===== config.mk =====
export PLATFORM = sky130hd
export DESIGN_NAME = laser_pulse_guard_mc
export DESIGN_NICKNAME = d
export VERILOG_FILES = /design/src/rtl/laser_pulse_guard_mc.sv
export SDC_FILE = /design/constraint.sdc
export NUM_CORES = 1
export LEC_CHECK = 0
export CAP_MARGIN = 0
export CORE_AREA = 2 2 262 186
export DETAILED_ROUTE_END_ITERATION = 12
export DIE_AREA = 0 0 264 188
export HOLD_SLACK_MARGIN = 0.15
export PLACE_DENSITY = 0.59
export SLEW_MARGIN = 30
export SYNTH_ARGS = -nofsm -noshare
export SYNTH_HDL_FRONTEND = slang
export SYNTH_SLANG_ARGS = --single-unit

===== constraint.sdc =====
create_clock -name clk -period 16.3 [get_ports clk]
set_input_delay 4.075 -clock clk [delete_from_list [all_inputs] [get_ports clk]]
set_output_delay 4.075 -clock clk [all_outputs]
set_load 0.1 [all_outputs]

===== src/rtl/laser_pulse_guard_mc.sv =====
// rtl/laser_pulse_guard_mc.sv - multi-channel laser pulse width/rate guard
// Per-channel sync + edge detect + FSM; sticky fault flags feed a registered shutdown.
module laser_pulse_guard_mc #(
  parameter int NCH         = 4,
  parameter int CNT_W       = 24,
  parameter int SYNC_STAGES = 2
) (
  input  logic             clk,
  input  logic             rstn,
  input  logic [NCH-1:0]   laser_pulse,
  input  logic [NCH-1:0]   chan_enable,
  input  logic [NCH-1:0]   clear_fail,
  input  logic [CNT_W-1:0] width_lo_limit,
  input  logic [CNT_W-1:0] width_hi_limit,
  input  logic [CNT_W-1:0] period_lo_limit,
  output logic [NCH-1:0]   pulse_lower_fail,
  output logic [NCH-1:0]   pulse_upper_fail,
  output logic [NCH-1:0]   rate_fail,
  output logic             shutdown,
  output logic [7:0]       fail_event_cnt
);

  typedef enum logic [1:0] {ST_DISABLED, ST_ARMED, ST_HIGH, ST_LOW} state_t;

  localparam logic [CNT_W-1:0] CNT_ONE = CNT_W'(1);

  function automatic logic [CNT_W-1:0] sat_inc(input logic [CNT_W-1:0] v);
    return (v == {CNT_W{1'b1}}) ? v : v + CNT_ONE;
  endfunction

  logic [NCH-1:0] lower_fault;
  logic [NCH-1:0] upper_fault;
  logic [NCH-1:0] rate_fault;

  for (genvar i = 0; i < NCH; i++) begin : g_ch
    logic [SYNC_STAGES-1:0] sync;
    logic                   s;
    logic                   s_d;
    logic                   rise;
    logic                   fall;
    state_t                 state;
    state_t                 state_nxt;
    logic [CNT_W-1:0]       wcnt;
    logic [CNT_W-1:0]       wcnt_nxt;
    logic [CNT_W-1:0]       pcnt;
    logic [CNT_W-1:0]       pcnt_nxt;
    logic                   lf;
    logic                   uf;
    logic                   rf;

    assign s    = sync[SYNC_STAGES-1];
    assign rise = s & ~s_d;
    assign fall = ~s & s_d;

    always_ff @(posedge clk or negedge rstn) begin
      if (!rstn) begin
        sync  <= '0;
        s_d   <= 1'b0;
        state <= ST_ARMED;
        wcnt  <= '0;
        pcnt  <= '0;
      end else begin
        sync  <= {sync[SYNC_STAGES-2:0], laser_pulse[i]};
        s_d   <= s;
        state <= state_nxt;
        wcnt  <= wcnt_nxt;
        pcnt  <= pcnt_nxt;
      end
    end

    always_comb begin
      state_nxt = state;
      wcnt_nxt  = wcnt;
      pcnt_nxt  = pcnt;
      lf        = 1'b0;
      uf        = 1'b0;
      rf        = 1'b0;
      if (!chan_enable[i]) begin
        state_nxt = ST_DISABLED;
        wcnt_nxt  = '0;
        pcnt_nxt  = '0;
      end else begin
        case (state)
          ST_DISABLED: state_nxt = ST_ARMED;
          ST_ARMED: begin
            // First rise only starts the counters; there is no prior edge to rate-check.
            if (rise) begin
              state_nxt = ST_HIGH;
              wcnt_nxt  = CNT_ONE;
              pcnt_nxt  = CNT_ONE;
            end
          end
          ST_HIGH: begin
            pcnt_nxt = sat_inc(pcnt);
            if (fall) begin
              state_nxt = ST_LOW;
              lf        = (wcnt < width_lo_limit);
            end else if (s) begin
              wcnt_nxt = sat_inc(wcnt);
              uf       = (width_hi_limit != '0) && (wcnt == width_hi_limit);
            end
          end
          ST_LOW: begin
            if (rise) begin
              state_nxt = ST_HIGH;
              rf        = (pcnt < period_lo_limit);
              wcnt_nxt  = CNT_ONE;
              pcnt_nxt  = CNT_ONE;
            end else begin
              pcnt_nxt = sat_inc(pcnt);
            end
          end
          default: state_nxt = ST_ARMED;
        endcase
      end
    end

    assign lower_fault[i] = lf;
    assign upper_fault[i] = uf;
    assign rate_fault[i]  = rf;
  end

  logic [NCH-1:0]   lower_nxt;
  logic [NCH-1:0]   upper_nxt;
  logic [NCH-1:0]   rate_nxt;
  logic [3*NCH-1:0] new_set;
  logic [15:0]      evt_sum;
  logic [7:0]       evt_nxt;

  // A fault in the same cycle as its clear keeps the flag set.
  always_comb begin
    lower_nxt = lower_fault | (pulse_lower_fail & ~clear_fail);
    upper_nxt = upper_fault | (pulse_upper_fail & ~clear_fail);
    rate_nxt  = rate_fault  | (rate_fail        & ~clear_fail);
    new_set   = {lower_nxt & ~pulse_lower_fail,
                 upper_nxt & ~pulse_upper_fail,
                 rate_nxt  & ~rate_fail};
    evt_sum   = {8'd0, fail_event_cnt};
    for (int j = 0; j < 3*NCH; j++) begin
      evt_sum = evt_sum + 16'(new_set[j]);
    end
    evt_nxt = (evt_sum > 16'd255) ? 8'hff : evt_sum[7:0];
  end

  always_ff @(posedge clk or negedge rstn) begin
    if (!rstn) begin
      pulse_lower_fail <= '0;
      pulse_upper_fail <= '0;
      rate_fail        <= '0;
      shutdown         <= 1'b0;
      fail_event_cnt   <= '0;
    end else begin
      pulse_lower_fail <= lower_nxt;
      pulse_upper_fail <= upper_nxt;
      rate_fail        <= rate_nxt;
      shutdown         <= |{pulse_lower_fail, pulse_upper_fail, rate_fail};
      fail_event_cnt   <= evt_nxt;
    end
  end

endmodule


# Word level (Yosys, flattened, before mapping)
# Index checks and enable logic that the tools add are counted.
word_totals:
  output_inout_bits: 21
  input_bits: 86
  wordCells: 262
  ff_bits: 233
op_classes:
  reduce_logical: 26
  bitwise_logic: 29
  n_addsub: 20
  muxes: 97
  order_cmp: 9
  n_eq_ne: 56
ops:
  columns: ["operator", "count"]
  rows:
  - ["$mux W24", 32]
  - ["$pmux W24 S3", 4]
  - ["$add A24 B1 Y24 const B", 8]
  - ["$eq A24 B24 Y1 const B", 8]
  - ["$lt A24 B24 Y1", 8]
  - ["$pmux W24 S2", 4]
  - ["$eq A24 B24 Y1", 4]
  - ["$add A16 B1 Y16", 4]
  - ["$ne A3 B3 Y1 const B", 20]
  - ["$mux W1", 40]
  - ["$and A4 B4 Y4", 6]
  - ["$mux W2", 12]
  - ["$ne A3 B2 Y1 const B", 8]
  - ["$pmux W2 S3", 4]
  - ["$reduce_bool A24 Y1", 1]
  - ["$reduce_and A5 Y1", 4]
  - ["$add A15 B1 Y16", 1]
  - ["$eq A2 B2 Y1 const B", 8]
  - ["$gt A16 B8 Y1 const B", 1]
  - ["$ne A4 B1 Y1 const B", 4]
  - ["$not A4 Y4", 4]
  - ["$reduce_and A2 Y1", 8]
  - ["$add A14 B1 Y15", 1]
  - ["$add A13 B1 Y14", 1]
  - ["14 further kinds", 42]

# Depth between registers and ports, before layout
logic_depth:
  ltp_word: 21
  mapped_depth: 22
  depth_no_buf: 22

# Worst setup path after synthesis
# OpenSTA, ideal clock, no wires.
synth_timing:
  path_kind: "in2reg"
  from: "input port period_lo_limit[22]"
  to: "register fail_event_cnt[5]"
  cell_stages: 22
  required_ps: 16230
  setup_ps: 70
  path_buffers: 0
  arrival_ps: 9091
  setup_slack_ps: 7139
  cell_sequence: "inv_1 ha_1 a21oi_1 nand2_1 a2111oi_0 o211ai_1 nor3_1 fa_1 inv_1 fa_1 fa_1 inv_1 fa_1 inv_1 fa_1 inv_1 fa_1 a21oi_1 o21ai_0 nand4_1 nand2_1 mux2_2"
synth_via:
  elab_chain_len: 20
  elab_cells_between_ends: 32
  cone_classes: "12 x add/sub; 5 x order compare; 13 x mux; 2 x bitwise"
synth_lines:
  columns: ["element", "line_no", "text"]
  rows:
  - ["start: declaration", "15", "input logic [CNT_W-1:0] period_lo_limit,"]
  - ["$lt A24 B24 Y1", "106", "rf = (pcnt < period_lo_limit);"]
  - ["$mux W1", "104", "if (rise) begin"]
  - ["$mux W1", "83", "case (state)"]
  - ["$mux W1", "78", "if (!chan_enable[i]) begin"]
  - ["$or A4 B4 Y4 (*)", "134", "rate_nxt = rate_fault | (rate_fail & ~clear_fail);"]
  - ["$and A4 B4 Y4 (*)", "137", "rate_nxt & ~rate_fail};"]
  - ["$add A8 B1 Y9", "140", "evt_sum = evt_sum + 16'(new_set[j]);"]
  - ["$add A9 B1 Y10", "140", null]
  - ["[... 2 more ...]", null, null]
  - ["$add A12 B1 Y13 (*)", "140", null]
  - ["$add A13 B1 Y14 (*)", "140", null]
  - ["$add A14 B1 Y15 (*)", "140", null]
  - ["$add A15 B1 Y16 (*)", "140", null]
  - ["$add A16 B1 Y16 (*) (4 in a row)", "140", null]
  - ["$gt A16 B8 Y1", "142", "evt_nxt = (evt_sum > 16'd255) ? 8'hff : evt_sum[7:0];"]
  - ["$mux W8 (*)", "142", null]
  - ["net evt_nxt[5]", "128", "logic [7:0] evt_nxt;"]
  - ["end signal: assignment", "157", "fail_event_cnt <= evt_nxt;"]
  - ["end: declaration", "20", "output logic [7:0] fail_event_cnt"]
# The timed path passes the listed nets; every way through them passes the cells marked *.
# A chain may end at the register's enable or synchronous reset.

# Worst setup path in the final report
layout_timing:
  from: "input port width_lo_limit[13]"
  to: "register fail_event_cnt[5]"
layout_via:
  elab_chain_len: 12
  elab_cells_between_ends: 24
  cone_classes: "4 x add/sub; 5 x order compare; 13 x mux; 2 x bitwise"
layout_lines:
  columns: ["element", "line_no", "text"]
  rows:
  - ["start: declaration", "13", "input logic [CNT_W-1:0] width_lo_limit,"]
  - ["$lt A24 B24 Y1", "97", "lf = (wcnt < width_lo_limit);"]
  - ["$mux W1", "95", "if (fall) begin"]
  - ["$mux W1", "83", null]
  - ["$mux W1", "78", null]
  - ["$or A4 B4 Y4 (*)", "132", "lower_nxt = lower_fault | (pulse_lower_fail & ~clear_fail);"]
  - ["$and A4 B4 Y4 (*)", "135", "new_set = {lower_nxt & ~pulse_lower_fail,"]
  - ["$add A16 B1 Y16 (3 in a row)", "140", null]
  - ["$add A16 B1 Y16 (*)", "140", null]
  - ["$gt A16 B8 Y1", "142", null]
  - ["$mux W8 (*)", "142", null]
  - ["net evt_nxt[5]", "128", null]
# Marks and branches as above.

==> qor.csv <==
metric,value,unit
layout.nets,2524,
overflow,0,
drcViolationCount,0,
r2r-start,g_ch[0].wcnt[11]$_DFFE_PN0P_,
syn_inst,2167,
crit_path_end_kind,flop,
htree_levels,1,
synth_xor_area_frac,0.0526,
cts_tree,built,
dpl_cell_area,20200,um^2
antenna_found_initial,0,
synth_compound_area_frac,0.187,
cp-start-kind,primary input,
io_pins,107,
area_growth,13.4,%
grt_usage,0.256,
async_flop_share,1.00,
crit_type,in2reg,
port_buffers,106,
worstHoldPathCells,0,
hpwl,48800,um
via_count,17893,
status,completed,
rrSetupSlack,9.71,ns
drt-pass1-iter-count,5,
ys.warnings.count,0,
fin_setup_tns,0,ns
p_leak,8.99,nW
die_area,49600,um^2
clk_latency,0.58,ns
cts.sinks,233,
ys_types,83,
finalClockSkew,0.0321,ns
numCtsBuffers,28,
rsz0062_at_grt,no,
r2r_end,fail_event_cnt[5]$_DFF_PN0_,
reg2regPathDepth,20,
drv_slew,0,
fin_crit,10.13,ns
critPathRequiredTime,16.82,ns
relSlewSlack,0.332,
antenna_left,0,
cts-hold-fix-buffers,0,
grt_pass1_wl,99500,um
diodes,0,
wl,64400,um
worstPathArrival,10.65,ns
dp_cells,2811,
hp-class,reg2reg,
synthAdderAreaFrac,0.149,
cellPowerDensity,82.8,nW/um^2
cts.reportedPaths.clkPinSlew,0.06,ns
synth_edf_count,0,
timing.fmax,0.0987,GHz
place.gp.congestion,0.948,
vdd_drop_max,0.0906,mV
netlist_area,18700,um^2
finalCritPeriodShare,0.622,
die_x,264,um
cts_root_buf,clkbuf_16,
maxCapViolCount,0,
synth_seq_cells,233,
hold_viol_final,0,
fillers,4630,
initial_core_util,0.395,
synth_top_family_by_area,simple AND/OR/NAND/NOR gates,
yosys.area_share.simple,0.242,
yosysSeqAreaShare,0.313,
synth_ff_type,dfrtp_1,
cts_buffer_depth,3,
grt_pass1_vias,16478,
drive_gt1_frac,0.0491,
holdPathEnd,g_ch[2].sync[1]$_DFF_PN0_,
num_rows,67,
via_per_inst,6.25,
grt_max_degree,112,
holdCritStartpoint,g_ch[2].sync[0]$_DFF_PN0_,
drt_iter0_markers,1706,
worst-path-max-fanout,6,
post_cts_buffers,0,
postCtsResizedCells,0,
worst_pin_slew,0.999,ns
muxShareOfSynthArea,0.0115,
syn_avg_cell_area,8.61,um^2
stdcell_count,2863,
synth_fp_nets,2470,
routedWlPerCell,22.5,um
finalSetupViolations,0,
coreArea,47300,um^2
post-route-cell-area,21200,um^2
die_y,188,um
-- worst max path at each step --
stage,cells past startpoint,endpoint,startpoint,slack (ns)
final,22,fail_event_cnt[5]$_DFF_PN0_,width_lo_limit[13],6.17
after global routing,22,fail_event_cnt[5]$_DFF_PN0_,width_lo_limit[13],5.95
after CTS,22,fail_event_cnt[5]$_DFF_PN0_,width_lo_limit[13],6.34
after detailed placement,22,fail_event_cnt[5]$_DFF_PN0_,width_lo_limit[13],5.75
after global placement,22,fail_event_cnt[5]$_DFF_PN0_,width_lo_limit[13],5.90
after floorplan,22,fail_event_cnt[5]$_DFF_PN0_,period_lo_limit[22],7.14
-- metrics by stage --
step	total power [mW]	setup WS, ns	util	hold slack [ns]
CTS	1.76	6.34	0.447	0.360
global placement	1.10	5.90	0.427	0.339
finish	1.75	6.17	0.448	0.355
detailed placement	1.11	5.75	0.427	0.337
floorplan	0.948	7.14	-	0.331
global route	1.84	5.95	0.448	0.366
-- registers in the layout, summed over array words and instances, names as in the netlist --
| name | flops |
|---|---|
| fail_event_cnt | 8 |
| g_ch.pcnt | 96 |
| g_ch.s_d | 4 |
| g_ch.state | 8 |
| g_ch.sync | 8 |
| g_ch.wcnt | 96 |
| pulse_lower_fail | 4 |
| pulse_upper_fail | 4 |
| rate_fail | 4 |
| shutdown | 1 |
-- cell usage in the layout, fill, tap and decap left out, drive strengths merged, types with 9 or more instances in the layout --
cell type and instances:
a21o 24, o31ai 45, xor2 51, nand2b 33, and2 13, clkbuf 40, o211ai 32, or4 48
inv 113, ha 209, xnor2 61, a21oi 144, a31o 10, and3 28, nor4 54, o21ai 110
nor2 97, nor2b 10, nand4 87, o311ai 9, mux2i 18, buf 13, clkdlybuf4s50 105, a31oi 41
or2 11, dfrtp 229, a41oi 10, nor3b 9, a211oi 24, a21boi 9, and4 21, nand3 124
nand2 195, or3 52, nor3 45
-- kinds of logic after synthesis --
group / Yosys count
XOR/XNOR: 112
adder cells (fa/ha/maj): 217
AO/OA/AOI/OAI: 536
flip-flops: 233
multiplexers: 21
AND/OR/NAND/NOR: 841
buffers and inverters: 207
-- per-layer routing --
| metal | part of all wire | vias to the layer above | wire [um] | track usage |
|---|---|---|---|---|
| li1 | - | 8302 | - | - |
| met5 | 0 | - | 0 | 0 |
| met4 | 0.022 | 0 | 1400 | 0.0557 |
| met3 | 0.085 | 107 | 5490 | 0.0414 |
| met1 | 0.49 | 8703 | 31400 | 0.404 |
| met2 | 0.41 | 781 | 26100 | 0.362 |
-- area by class of cell --
class	instances	area, um^2	share of cell area
multi-input combinational	1727	12000	0.568
sequential	233	5840	0.276
timing repair buffer	118	1180	0.0558
clock buffer	40	806	0.0381
tap	621	777	0.0367
inverter	113	424	0.0200
clock inverter	11	124	0.00585
-- power breakdown --
| group | switching (mW) | internal [mW] | total [mW] |
|---|---|---|---|
| Sequential | 0.0486 | 0.605 | 0.654 |
| Clock | 0.264 | 0.375 | 0.639 |
| Combinational | 0.319 | 0.140 | 0.459 |
-- cells in the mapped netlist (6+ instances only) --
master     number  area share
nand2b_1       33       0.011
fa_1            8      0.0086
nor2_1         97       0.020
xor2_1         51       0.024
a211oi_1       24      0.0097
nor3_1         44       0.012
or3_1          51       0.017
o21a_1          7      0.0028
nor4_1         51       0.017
clkbuf_1       67       0.013
nand3_1       123       0.033
nor3b_1         9      0.0036
o41ai_1         8      0.0038
a31o_2         10      0.0047
o21ai_0       105       0.028
buf_2          15      0.0040
a21oi_1       144       0.039
inv_1         113       0.023
a21o_1         24      0.0097
o31ai_1        44       0.018
and3_1         27      0.0090
o311ai_0        9      0.0042
or2_2          11      0.0037
a2111oi_0       8      0.0038
xnor2_1        61       0.029
nor2b_1        10      0.0034
a31oi_1        40       0.013
nand2_1       194       0.039
a41oi_1        10      0.0047
nand4_1        86       0.029
mux2i_1        18      0.0097
o211ai_1       32       0.013
nand3b_1        6      0.0024
ha_1          209        0.14
or4_1          48       0.019
dfrtp_1       229        0.31
and2_1         13      0.0044
and4_1         21      0.0099
a2bb2oi_1       6      0.0028
a21boi_0        9      0.0036
-- worst max-delay path: stages --
cell and delay, ns:
clkdlybuf4s50_1 0.45, inv_1 0.13, ha_1 0.35, a211oi_1 0.24, nor2_1 0.07, a2111oi_0 0.74, o221ai_1 0.33, nand2b_1 0.23
fa_1 0.50, fa_1 0.44, fa_1 0.54, inv_1 0.05, fa_1 0.52, inv_1 0.05, fa_1 0.50, inv_1 0.11
fa_1 0.21, a21oi_1 0.09, o21ai_0 0.40, nand4_1 0.32, nand2_1 0.14, mux2_2 0.14
No activity file was read; power rests on OpenSTA's default activity.
